--- src/rtl/reg_dump_ctrl_if.sv ---
// Purpose : bundles the register-file read port (A1) and the dump output beat stream.
// Ports   : rf_sel/rf_addr/rf_rdata (read port 1), out_valid/out_ready/out_idx/out_data/out_last (beat stream).
// master = the dump controller, slave = register file plus beat consumer.
interface reg_dump_ctrl_if;
    logic        rf_sel;
    logic [4:0]  rf_addr;
    logic [63:0] rf_rdata;
    logic        out_valid;
    logic        out_ready;
    logic [4:0]  out_idx;
    logic [63:0] out_data;
    logic        out_last;

    modport master (
        output rf_sel, rf_addr, out_valid, out_idx, out_data, out_last,
        input  rf_rdata, out_ready
    );

    modport slave (
        input  rf_sel, rf_addr, out_valid, out_idx, out_data, out_last,
        output rf_rdata, out_ready
    );
endinterface

--- src/rtl/reg_dump_ctrl.sv ---
// Purpose : walks register indices FIRST_IDX..LAST_IDX through rs1 read port and emits one beat per register.
// Latency : start at edge N -> READ at N+1 -> beat valid at N+2 (halted=1); one beat per 2 cycles at best.
// Backpressure : a beat is held stable until out_ready; a low 'halted' pauses the read without losing the index.
// Ports   : clk, rst (sync, active-high), start, abort, halted, busy, done, bus (reg_dump_ctrl_if.master).
module reg_dump_ctrl #(
    parameter int FIRST_IDX = 1,
    parameter int LAST_IDX  = 31
) (
    input  logic            clk,
    input  logic            rst,
    input  logic            start,
    input  logic            abort,
    input  logic            halted,
    output logic            busy,
    output logic            done,
    reg_dump_ctrl_if.master bus
);

    localparam logic [4:0] FIRST_L = 5'(FIRST_IDX);
    localparam logic [4:0] LAST_L  = 5'(LAST_IDX);

    typedef enum logic [1:0] {
        IDLE = 2'd0,
        READ = 2'd1,
        OUT  = 2'd2,
        DONE = 2'd3
    } state_t;

    state_t      state;
    state_t      state_nxt;
    logic [4:0]  idx;
    logic        out_valid_q;
    logic        out_last_q;
    logic [4:0]  out_idx_q;
    logic [63:0] out_data_q;

    // State register
    always_ff @(posedge clk) begin
        if (rst) begin
            state <= IDLE;
        end else begin
            state <= state_nxt;
        end
    end

    // Next-state logic; abort dominates every other input
    always_comb begin
        state_nxt = state;
        if (abort) begin
            state_nxt = IDLE;
        end else begin
            case (state)
                IDLE: if (start)         state_nxt = READ;
                READ: if (halted)        state_nxt = OUT;
                OUT:  if (bus.out_ready) state_nxt = out_last_q ? DONE : READ;
                DONE:                    state_nxt = IDLE;
                default:                 state_nxt = IDLE;
            endcase
        end
    end

    // Outputs; the read port is only claimed while the core is actually halted
    always_comb begin
        bus.rf_sel    = (state == READ) && halted;
        bus.rf_addr   = (state == READ) ? idx : 5'd0;
        bus.out_valid = out_valid_q;
        bus.out_idx   = out_idx_q;
        bus.out_data  = out_data_q;
        bus.out_last  = out_last_q;
        busy          = (state != IDLE);
        done          = (state == DONE);
    end

    // Index counter and beat capture register
    always_ff @(posedge clk) begin
        if (rst) begin
            idx         <= FIRST_L;
            out_valid_q <= 1'b0;
            out_last_q  <= 1'b0;
            out_idx_q   <= 5'd0;
            out_data_q  <= 64'd0;
        end else if (abort) begin
            out_valid_q <= 1'b0;
            out_last_q  <= 1'b0;
        end else begin
            case (state)
                IDLE: begin
                    if (start) begin
                        idx <= FIRST_L;
                    end
                end
                READ: begin
                    if (halted) begin
                        out_data_q  <= bus.rf_rdata;
                        out_idx_q   <= idx;
                        out_last_q  <= (idx == LAST_L);
                        out_valid_q <= 1'b1;
                    end
                end
                OUT: begin
                    if (bus.out_ready) begin
                        out_valid_q <= 1'b0;
                        // idx stops at LAST_IDX: the last beat never advances it
                        if (!out_last_q) begin
                            idx <= idx + 5'd1;
                        end
                    end
                end
                default: ;
            endcase
        end
    end

endmodule

--- src/flat_wrapper.sv ---
// flat-port wrapper written by rule: the top's interface ports become plain ports
module reg_dump_ctrl_flat 
#(
    parameter int FIRST_IDX = 1,
    parameter int LAST_IDX  = 31
)
  (clk, rst, start, abort, halted, busy, done, bus_rf_sel, bus_rf_addr, bus_out_valid, bus_out_idx, bus_out_data, bus_out_last, bus_rf_rdata, bus_out_ready);
  reg_dump_ctrl_if bus_i ();
  input  logic clk;
  input  logic rst;
  input  logic start;
  input  logic abort;
  input  logic halted;
  output logic busy;
  output logic done;
  output wire logic [$bits(bus_i.rf_sel)-1:0] bus_rf_sel;
  output wire logic [$bits(bus_i.rf_addr)-1:0] bus_rf_addr;
  output wire logic [$bits(bus_i.out_valid)-1:0] bus_out_valid;
  output wire logic [$bits(bus_i.out_idx)-1:0] bus_out_idx;
  output wire logic [$bits(bus_i.out_data)-1:0] bus_out_data;
  output wire logic [$bits(bus_i.out_last)-1:0] bus_out_last;
  input wire logic [$bits(bus_i.rf_rdata)-1:0] bus_rf_rdata;
  input wire logic [$bits(bus_i.out_ready)-1:0] bus_out_ready;
  assign bus_rf_sel = bus_i.rf_sel;
  assign bus_rf_addr = bus_i.rf_addr;
  assign bus_out_valid = bus_i.out_valid;
  assign bus_out_idx = bus_i.out_idx;
  assign bus_out_data = bus_i.out_data;
  assign bus_out_last = bus_i.out_last;
  assign bus_i.rf_rdata = bus_rf_rdata;
  assign bus_i.out_ready = bus_out_ready;
  reg_dump_ctrl #(.FIRST_IDX(FIRST_IDX), .LAST_IDX(LAST_IDX)) u_core (.clk(clk), .rst(rst), .start(start), .abort(abort), .halted(halted), .busy(busy), .done(done), .bus(bus_i));
endmodule
--- config.mk ---
export PLATFORM = sky130hd
export DESIGN_NAME = reg_dump_ctrl_flat
export DESIGN_NICKNAME = d
export VERILOG_FILES = /design/src/rtl/reg_dump_ctrl_if.sv /design/src/rtl/reg_dump_ctrl.sv /design/src/flat_wrapper.sv
export SDC_FILE = /design/constraint.sdc
export NUM_CORES = 1
export LEC_CHECK = 0
export BUFFER_PORTS_ARGS = -buffer_cell sky130_fd_sc_hd__buf_2
export CAP_MARGIN = 20
export CORE_UTILIZATION = 45
export DETAILED_ROUTE_END_ITERATION = 10
export HOLD_SLACK_MARGIN = 0.1
export PLACE_DENSITY = 0.86
export SLEW_MARGIN = 15
export SYNTH_ARGS = -nofsm -noshare
export SYNTH_HDL_FRONTEND = slang
export SYNTH_SLANG_ARGS = --single-unit
export TNS_END_PERCENT = 30
--- constraint.sdc ---
create_clock -name clk -period 1.5 [get_ports clk]
set_input_delay 0.225 -clock clk [delete_from_list [all_inputs] [get_ports clk]]
set_output_delay 0.225 -clock clk [all_outputs]
set_load 0.02 [all_outputs]
==> results of run 1 <==
stage by stage:
| stage | area (sq um) | cells | power [mW] | worst slack (ns) | setup TNS [ns] |
|---|---|---|---|---|---|
| 2_1_floorplan | 2955 | 365 | 2.302 | 0.1625 | 0 |
| 3_3_place_gp | 3787 | 576 | 2.447 | 0.08660 | 0 |
| 3_5_place_dp | 3787 | 576 | 2.453 | 0.02682 | 0 |
| 4_1_cts | 4070 | 591 | 4.122 | 0.005889 | 0 |
| 5_1_grt | 4081 | 592 | 4.240 | -0.04494 | -0.2131 |
| 6_report | 4081 | 592 | 4.073 | 0.003993 | 0 |
area by class of cell:
type / count / area, sq um / area share
Sequential cell: 78 / 1569 / 0.3844
Multi-Input combinational cell: 258 / 1261 / 0.3090
Timing Repair Buffer: 161 / 929.6 / 0.2278
Clock buffer: 10 / 137.6 / 0.03372
Tap cell: 77 / 96.34 / 0.02361
Clock inverter: 4 / 72.57 / 0.01778
Inverter: 4 / 15.01 / 0.003679
cells in the mapped netlist (all sizes together):
cell type / count / area share
and2: 6 / 0.013
inv: 4 / 0.0051
nand2: 143 / 0.18
mux2i: 1 / 0.0034
ha: 2 / 0.0085
a21oi: 75 / 0.13
o2bb2ai: 1 / 0.0030
dfxtp: 78 / 0.53
nor2b: 1 / 0.0021
nor2: 6 / 0.0085
nand3b: 4 / 0.019
nor3b: 2 / 0.0068
clkbuf: 10 / 0.013
nand3: 3 / 0.0051
nand2b: 2 / 0.0042
a22o: 1 / 0.0030
nor4b: 1 / 0.0080
nor3: 1 / 0.0017
a211o: 2 / 0.0059
a211oi: 2 / 0.0068
buf: 15 / 0.036
or2: 3 / 0.0072
and3: 2 / 0.0042
repair_timing:
| item | CTS | global route |
|---|---|---|
| pin swaps | 0 | 0 |
| resized for setup | 23 | 2 |
| setup buffers | 1 | 1 |
| setup endpoints to repair | 6 | 6 |
cell families (layout without fill, tap and decap cells):
group | Yosys count | count (layout)
DFF | 78 | 78
adders and majority gates | 2 | 2
buffers and inverters | 29 | 179
muxes | 1 | 1
and+or+nand+nor | 174 | 174
AOI/OAI and AO/OA | 81 | 81
flip-flops by register name (all words and copies together) (netlist names):
signal	flops
u_core.idx	5
u_core.bus.out_last	1
u_core.bus.out_idx	5
u_core.bus.out_data	64
u_core.state	2
u_core.bus.out_valid	1
critical path, delay by kind of cell (launching register included):
family | cells | cell delay [ns]
flip-flops | 1 | 0.38
AND/OR/NAND/NOR | 2 | 0.33
buffers and inverters | 2 | 0.24
cells in the final DEF, fill, tap and decap left out, drive strengths merged, types with 2 or more instances in the layout:
cell    instances
clkbuf         10
a21oi          75
nand3b          4
nand2b          2
bufinv          2
buf           161
nand2         143
or2             3
a211o           2
nand3           3
nor2            6
and3            2
dfxtp          78
and2            6
inv             4
ha              2
a211oi          2
nor3b           2
metal layers:
layer / GRT usage / vias to the layer above / share of wire
met5: 0 / - / 0
met4: 0.1144 / 0 / 0.023
met3: 0.03777 / 14 / 0.053
met2: 0.3763 / 112 / 0.49
met1: 0.2467 / 1325 / 0.43
li1: - / 1475 / -
worst paths after layout:
kind / endpoint / slack, ns
setup / recovery: bus_rf_addr[1] / 0.004
hold / removal: u_core.bus.out_data[30] / 0.12
setup reg to reg: u_core.idx[3] / 0.04
hold reg to reg: u_core.bus.out_data[15] / 0.45
power groups by stage:
stage	Combinational [mW]	Clock, mW	Sequential (mW)
2_1_floorplan	0.115	0	2.19
3_3_place_gp	0.289	0	2.16
3_5_place_dp	0.293	0	2.16
4_1_cts	0.300	1.71	2.11
5_1_grt	0.328	1.80	2.11
6_report	0.301	1.66	2.11
==> results.rst, run 1 <==
.. list-table::
   :header-rows: 1

   * - Metric
     - Value
   * - Result of the run
     - finished, final reports clean
   * - Clk slew on worst S/H paths
     - 0.08 ns
   * - Critical-path cell list
     - buf_6, nor2b_4, and2_4, buf_6
   * - Post-synthesis share of cell area spent on full adders, half adders and majority gates
     - 0.008467
   * - Die outline area
     - 6896 sq um
   * - Fraction of power spent switching nets
     - 0.2166
   * - Initial Utilization
     - 0.4654
   * - 1st-pass router iterations
     - 4
   * - Maximum clock frequency
     - 668.4 MHz
   * - Peak supply drop
     - 0.0005089 V
   * - Final period demand of the worst path
     - 1.496 ns
   * - Worst slew slack as a fraction of its limit
     - 0.7213
   * - Worst Reg2Reg Path Length in Cells
     - 6
   * - Setup clock skew after layout
     - 0.006099 ns
   * - Gpl congestion
     - 0.8369
   * - Layout net count
     - 584
   * - # DRC
     - 0
   * - CTS buffer count
     - 9
   * - Die Y-Extent
     - 83.04 um
   * - Insertion delay of the later-clocked pin in the worst-skew pair
     - 0.33 ns
   * - Launch instance of the worst register-to-register path
     - u_core.state[1]
   * - Switch Pwr
     - 0.8822 mW
   * - Core ar.
     - 6350 sq um
   * - Post-synthesis to final-layout area growth
     - 38.10%
   * - Reg power frac
     - 0.518
   * - Number of buffers inserted for hold repair after clock tree synthesis
     - 0
   * - Unrepaired setup endpoints after global routing
     - yes
   * - Critical path data required time
     - 1.27 ns
   * - Clock network fraction of total power
     - 0.408
   * - Port bufs
     - 148
   * - Share of synthesized area spent on multiplexers
     - 0.003387
   * - Antenna diode instance count
     - 0
   * - Gate Count Post-Synth
     - 365
   * - Horiz. Die Dim
     - 83.04 um
   * - Worst hold path depth
     - 3
   * - Crit path arrival time
     - 1.27 ns
   * - Routed wire length
     - 7191 um
   * - Fraction of layout cells with a size suffix above 1
     - 0.3748
   * - Internal power
     - 3.191 mW
   * - Combinational group share of total power
     - 0.074
   * - Worst Setup Path Type
     - register to primary output
   * - Number of clock sinks
     - 78
   * - Sequential element share of the synthesized area
     - 0.5284
   * - Part of the cycle the worst path needs
     - 0.9973
   * - Final Setup Violations
     - 0
   * - Parity-gate share of the synthesized area counting xor and xnor cells
     - 0
   * - Synthesized flop and latch total
     - 78
   * - Critical-path maximum fanout
     - 8
   * - Routed vias
     - 2926
   * - Mean post-synth cell area
     - 8.097 sq um
   * - Maximum number of pins on one net before global-route repair
     - 43
   * - Worst Hold Class
     - input pin to register
   * - Static Leak
     - 1.878 nW
   * - Mean number of vias per cell
     - 4.943
   * - Total I/O pin count
     - 149
   * - Delay contributed by the slowest stage of the critical path
     - 0.38 ns
   * - Synth Net Count
     - 437
   * - Number of maximum-capacitance violations
     - 0
   * - Largest family of logic cells by synthesized area
     - simple AND/OR/NAND/NOR gates
   * - Critical Path Source Type
     - register
   * - Area of the mapped netlist
     - 2955 sq um
   * - Root buffer cell
     - clkbuf_8
   * - Nature of the critical path endpoint
     - primary output
   * - Number of buffers on the longest clock path
     - 2
   * - Detailed router's first-iteration violation count
     - 84
   * - Start point of the worst hold path
     - bus_rf_rdata[30]
   * - Power density normalized to cell area
     - 997.9 nW/um^2
   * - Fillers
     - 565
   * - Number of rows created at floorplan
     - 29
   * - Via count of the first global-routing pass
     - 2791
   * - H-tree level count
     - 3
   * - Combined global-route utilization of all metal layers
     - 0.2141
   * - Routed WL per cell
     - 12.15 um
   * - Initial antenna violation count
     - 0
   * - Slew at the pin closest to its max-slew limit
     - 0.4180 ns
   * - Final Core Density
     - 0.6428
   * - Most repeated library cell on the critical path
     - buf_6
   * - Total count of max-transition violations in the final report
     - 0
   * - Final HPWL from detailed placement
     - 4969 um
   * - Global route overflow
     - 0
   * - Wire length of the first global-routing pass
     - 12120 um
   * - Fraction of the mapped netlist area in simple logic gates
     - 0.2608
   * - TritonCTS clock tree
     - built
   * - Startpoint of the worst setup timing path
     - u_core.state[1]
   * - Critical Path Slowest Stage Cell
     - dfxtp_4
   * - Number of failing hold endpoints at the final stage
     - 0
   * - Distinct cell type count of the synthesized netlist
     - 31
   * - Min Hold Slack
     - 0.1247 ns
   * - Antenna Nets Post-Route
     - 0
   * - Compound-cell area share of the yosys netlist
     - 0.1456
   * - Yosys warning count
     - 0
(Power assumes the default switching activity.)
==> run 2, diff against run 1 <==
--- a/config.mk
+++ b/config.mk
@@ -5,6 +5,7 @@
 export SDC_FILE = /design/constraint.sdc
 export NUM_CORES = 1
 export LEC_CHECK = 0
+export ABC_AREA = 1
 export BUFFER_PORTS_ARGS = -buffer_cell sky130_fd_sc_hd__buf_2
 export CAP_MARGIN = 20
 export CORE_UTILIZATION = 45
==> run 2 against run 1 <==
Net effect: core utilization hardly changed; non-clock buffer count rose by 5; fmax increased by 2.0%; clock skew about the same; register-to-register slack improved by 0.06 ns; synthesized area shrank 0.38%; cell area barely moved; die area down 0.37%; cell count up 3.9%; first-iteration DRC count increased by 29%; global-route usage grew 0.43 points; sequential power up 2%; critical endpoint is now bus_rf_addr[3]; largest cell class unchanged.
==> results.rst, run 2 <==
.. list-table::
   :header-rows: 1

   * - Metric
     - Value
   * - CP delay by family, top
     - flip-flops
   * - Initial antenna violation count
     - 0
   * - Peak supply drop
     - 0.0005506 V
   * - TritonCTS clock tree
     - built
   * - Routed WL per cell
     - 12.36 um
   * - Most frequently used cell type in the post-synthesis netlist
     - nor2_1
   * - Worst Setup Path Type
     - register to primary output
   * - Insertion delay of the later-clocked pin in the worst-skew pair
     - 0.34 ns
   * - Synth area leader
     - dfxtp_1
   * - Core ar.
     - 6350 sq um
   * - Unrepaired setup endpoints after global routing
     - yes
   * - Die Y-Extent
     - 82.89 um
   * - Critical-path cell list
     - inv_4, nor2_4, inv_4, nor2_1, buf_4
   * - Final HPWL from detailed placement
     - 4931 um
   * - Distinct cell type count of the synthesized netlist
     - 18
   * - Clock network fraction of total power
     - 0.379
   * - Detailed router's first-iteration violation count
     - 108
   * - Fraction of layout cells with a size suffix above 1
     - 0.3401
   * - Number of clock sinks
     - 78
   * - Layout net count
     - 605
   * - Async SR Flop Fraction
     - 0
   * - Initial Utilization
     - 0.4636
   * - Total met2 wirelength after detailed routing
     - 3911 um
   * - Leading cell types by count after synthesis
     - 142 x nor2_1, 78 x dfxtp_1, 47 x o21ai_0, 26 x o21ai_1, 22 x nand2_1
   * - Critical Path Source Type
     - register
   * - Metal1 wirelength
     - 3172 um
   * - Gate Count Post-Synth
     - 378
   * - Final Core Density
     - 0.6432
   * - Power Total
     - 4.170 mW
   * - # DRC
     - 0
   * - Leading register cell type out of synthesis
     - dfxtp_1
   * - Buffer and inverter count on the worst path
     - 3
   * - Slew at the pin closest to its max-slew limit
     - 0.3279 ns
   * - Number of enable-type register cells in the synthesized netlist
     - 0
   * - Worst slew slack as a fraction of its limit
     - 0.7814
   * - Result of the run
     - finished, final reports clean
   * - Internal power
     - 3.170 mW
   * - Portion of synthesized cell area occupied by the leading cell type
     - 0.5304
   * - Final Setup Violations
     - 0
   * - Biggest area contributors in the synthesized netlist
     - dfxtp_1 53%, nor2_1 18%, o21ai_0 8.0%, o21ai_1 4.4%, buf_6 4.2%
   * - Die outline area
     - 6870 sq um
   * - Power density normalized to cell area
     - 1021 nW/um^2
   * - Sequential element share of the synthesized area
     - 0.5304
   * - CTS buffer count
     - 9
   * - Top routing layer in use
     - met4
   * - 1st-pass router iterations
     - 4
   * - Wire length of the first global-routing pass
     - 12430 um
   * - Synth Net Count
     - 450
   * - Part of the cycle the worst path needs
     - 0.9777
   * - Number of maximum-capacitance violations
     - 0
   * - Fillers
     - 567
   * - Antenna diode instance count
     - 0
   * - Sum of negative setup slack
     - 0 ns
   * - Synthesized flop and latch total
     - 78
   * - Combined global-route utilization of all metal layers
     - 0.2184
   * - Total I/O pin count
     - 149
   * - Routed vias
     - 3001
   * - Total count of max-transition violations in the final report
     - 0
   * - Critical path data required time
     - 1.27 ns
   * - Nature of the critical path endpoint
     - primary output
   * - Gpl congestion
     - 0.7686
   * - Delay contributed by the slowest stage of the critical path
     - 0.37 ns
   * - Most frequent standard cell in the layout excluding fill and tap cells
     - buf_2
   * - Static Leak
     - 2.205 nW
   * - Number of failing hold endpoints at the final stage
     - 0
   * - Switch Pwr
     - 0.9996 mW
   * - Critical-path maximum fanout
     - 6
   * - Horiz. Die Dim
     - 82.89 um
   * - Reg power frac
     - 0.518
   * - Global route overflow
     - 0
   * - Area of the mapped netlist
     - 2944 sq um
   * - Max reg flops
     - 64
   * - Worst Hold Class
     - input pin to register
   * - Metal3 WL
     - 402 um
   * - Most repeated library cell on the critical path
     - inv_4
   * - Top library cells by usage in the layout, fill and taps aside
     - 142 x buf_2, 140 x nor2_1, 77 x dfxtp_1, 47 x o21ai_0, 26 x o21ai_1
   * - Min Hold Slack
     - 0.1073 ns
   * - Clk slew on worst S/H paths
     - 0.08 ns
   * - Number of rows created at floorplan
     - 29
   * - Final period demand of the worst path
     - 1.466 ns
   * - Yosys warning count
     - 0
   * - H-tree level count
     - 3
   * - Setup clock skew after layout
     - 0.005864 ns
   * - Combinational group share of total power
     - 0.103
   * - Maximum clock frequency
     - 681.9 MHz
   * - Mean post-synth cell area
     - 7.789 sq um
   * - Critical Path Slowest Stage Cell
     - dfxtp_4
   * - Via count of the first global-routing pass
     - 2881
   * - Crit path arrival time
     - 1.24 ns
   * - Area taken by multi-input logic gates
     - 1150 sq um
   * - Root buffer cell
     - clkbuf_8
   * - Antenna Nets Post-Route
     - 0
   * - Port bufs
     - 148
   * - Fraction of power spent switching nets
     - 0.2397
   * - Post-synthesis to final-layout area growth
     - 38.72%
   * - Number of buffers on the longest clock path
     - 2
   * - Mean number of vias per cell
     - 4.880
   * - Routed wire length
     - 7599 um
   * - Maximum number of pins on one net before global-route repair
     - 48
   * - Register area
     - 1565 sq um
-- run 2: metal layers --
layer  vias to the layer above  GRT usage
met5                         -          0
met4                         0    0.09718
met3                        14    0.04871
met2                       105     0.4009
met1                      1371     0.2386
li1                       1511          -
-- run 2: worst reg2reg max path, cell delays in order, from the launching register on --
cell     delay, ns
dfxtp_1       0.45
nor2_1        0.10
nand2_1       0.12
nand2_1       0.09
nor2_2        0.30
nand2_1       0.10
nand2_1       0.08
nor2_1        0.05
-- run 2: what timing repair did --
item | in CTS | in global routing
gates resized for setup | 4 | 12
pin swaps | 0 | 3
buffers inserted | 0 | 2
cloned | 0 | 2
setup endpoints to repair | 6 | 6
hold endpoints to repair | 8 | 0
hold buffers | 8 | 0
-- run 2: kinds of logic after synthesis --
kind of cell               count (synthesis)  synth area share
DFF                                       78            0.5304
AOI/OAI and AO/OA                         84            0.1428
adders and majority gates                  2          0.008498
buffers and inverters                     39           0.08075
and+or+nand+nor                          175            0.2376
-- run 2: stage by stage --
step	setup WS [ns]	cell area, sq um	instances
4_1_cts	0.02013	3975	611
2_1_floorplan	0.1248	2944	378
6_report	0.03351	4084	615
5_1_grt	-0.02547	4084	615
3_3_place_gp	0.2130	3690	587
3_5_place_dp	0.1496	3690	587
-- run 2: cell type report --
cell class / instances / share of cell area
timing repair buffer: 166 / 0.2448
clock buffer: 13 / 0.03891
sequential: 78 / 0.3833
multi-input combinational: 261 / 0.2816
clock inverter: 3 / 0.01042
tap: 77 / 0.02359
inverter: 17 / 0.01746
-- run 2: worst paths after layout --
path	cells after the start	to	from	slack, ns
worst max-delay path	5	bus_rf_addr[3]	u_core.state[0]	0.03
worst min-delay path	3	u_core.bus.out_data[39]	bus_rf_rdata[39]	0.11
worst max register to register	7	u_core.idx[3]	u_core.state[1]	0.10
worst min register to register	2	u_core.bus.out_data[11]	u_core.bus.out_data[11]	0.50
-- run 2: power groups by stage --
stage	Clock, mW	Combinational [mW]	Sequential, mW
2_1_floorplan	0	0.162	2.26
3_5_place_dp	0	0.393	2.21
5_1_grt	1.71	0.472	2.17
6_report	1.58	0.430	2.16
4_1_cts	1.63	0.412	2.16
3_3_place_gp	0	0.385	2.20
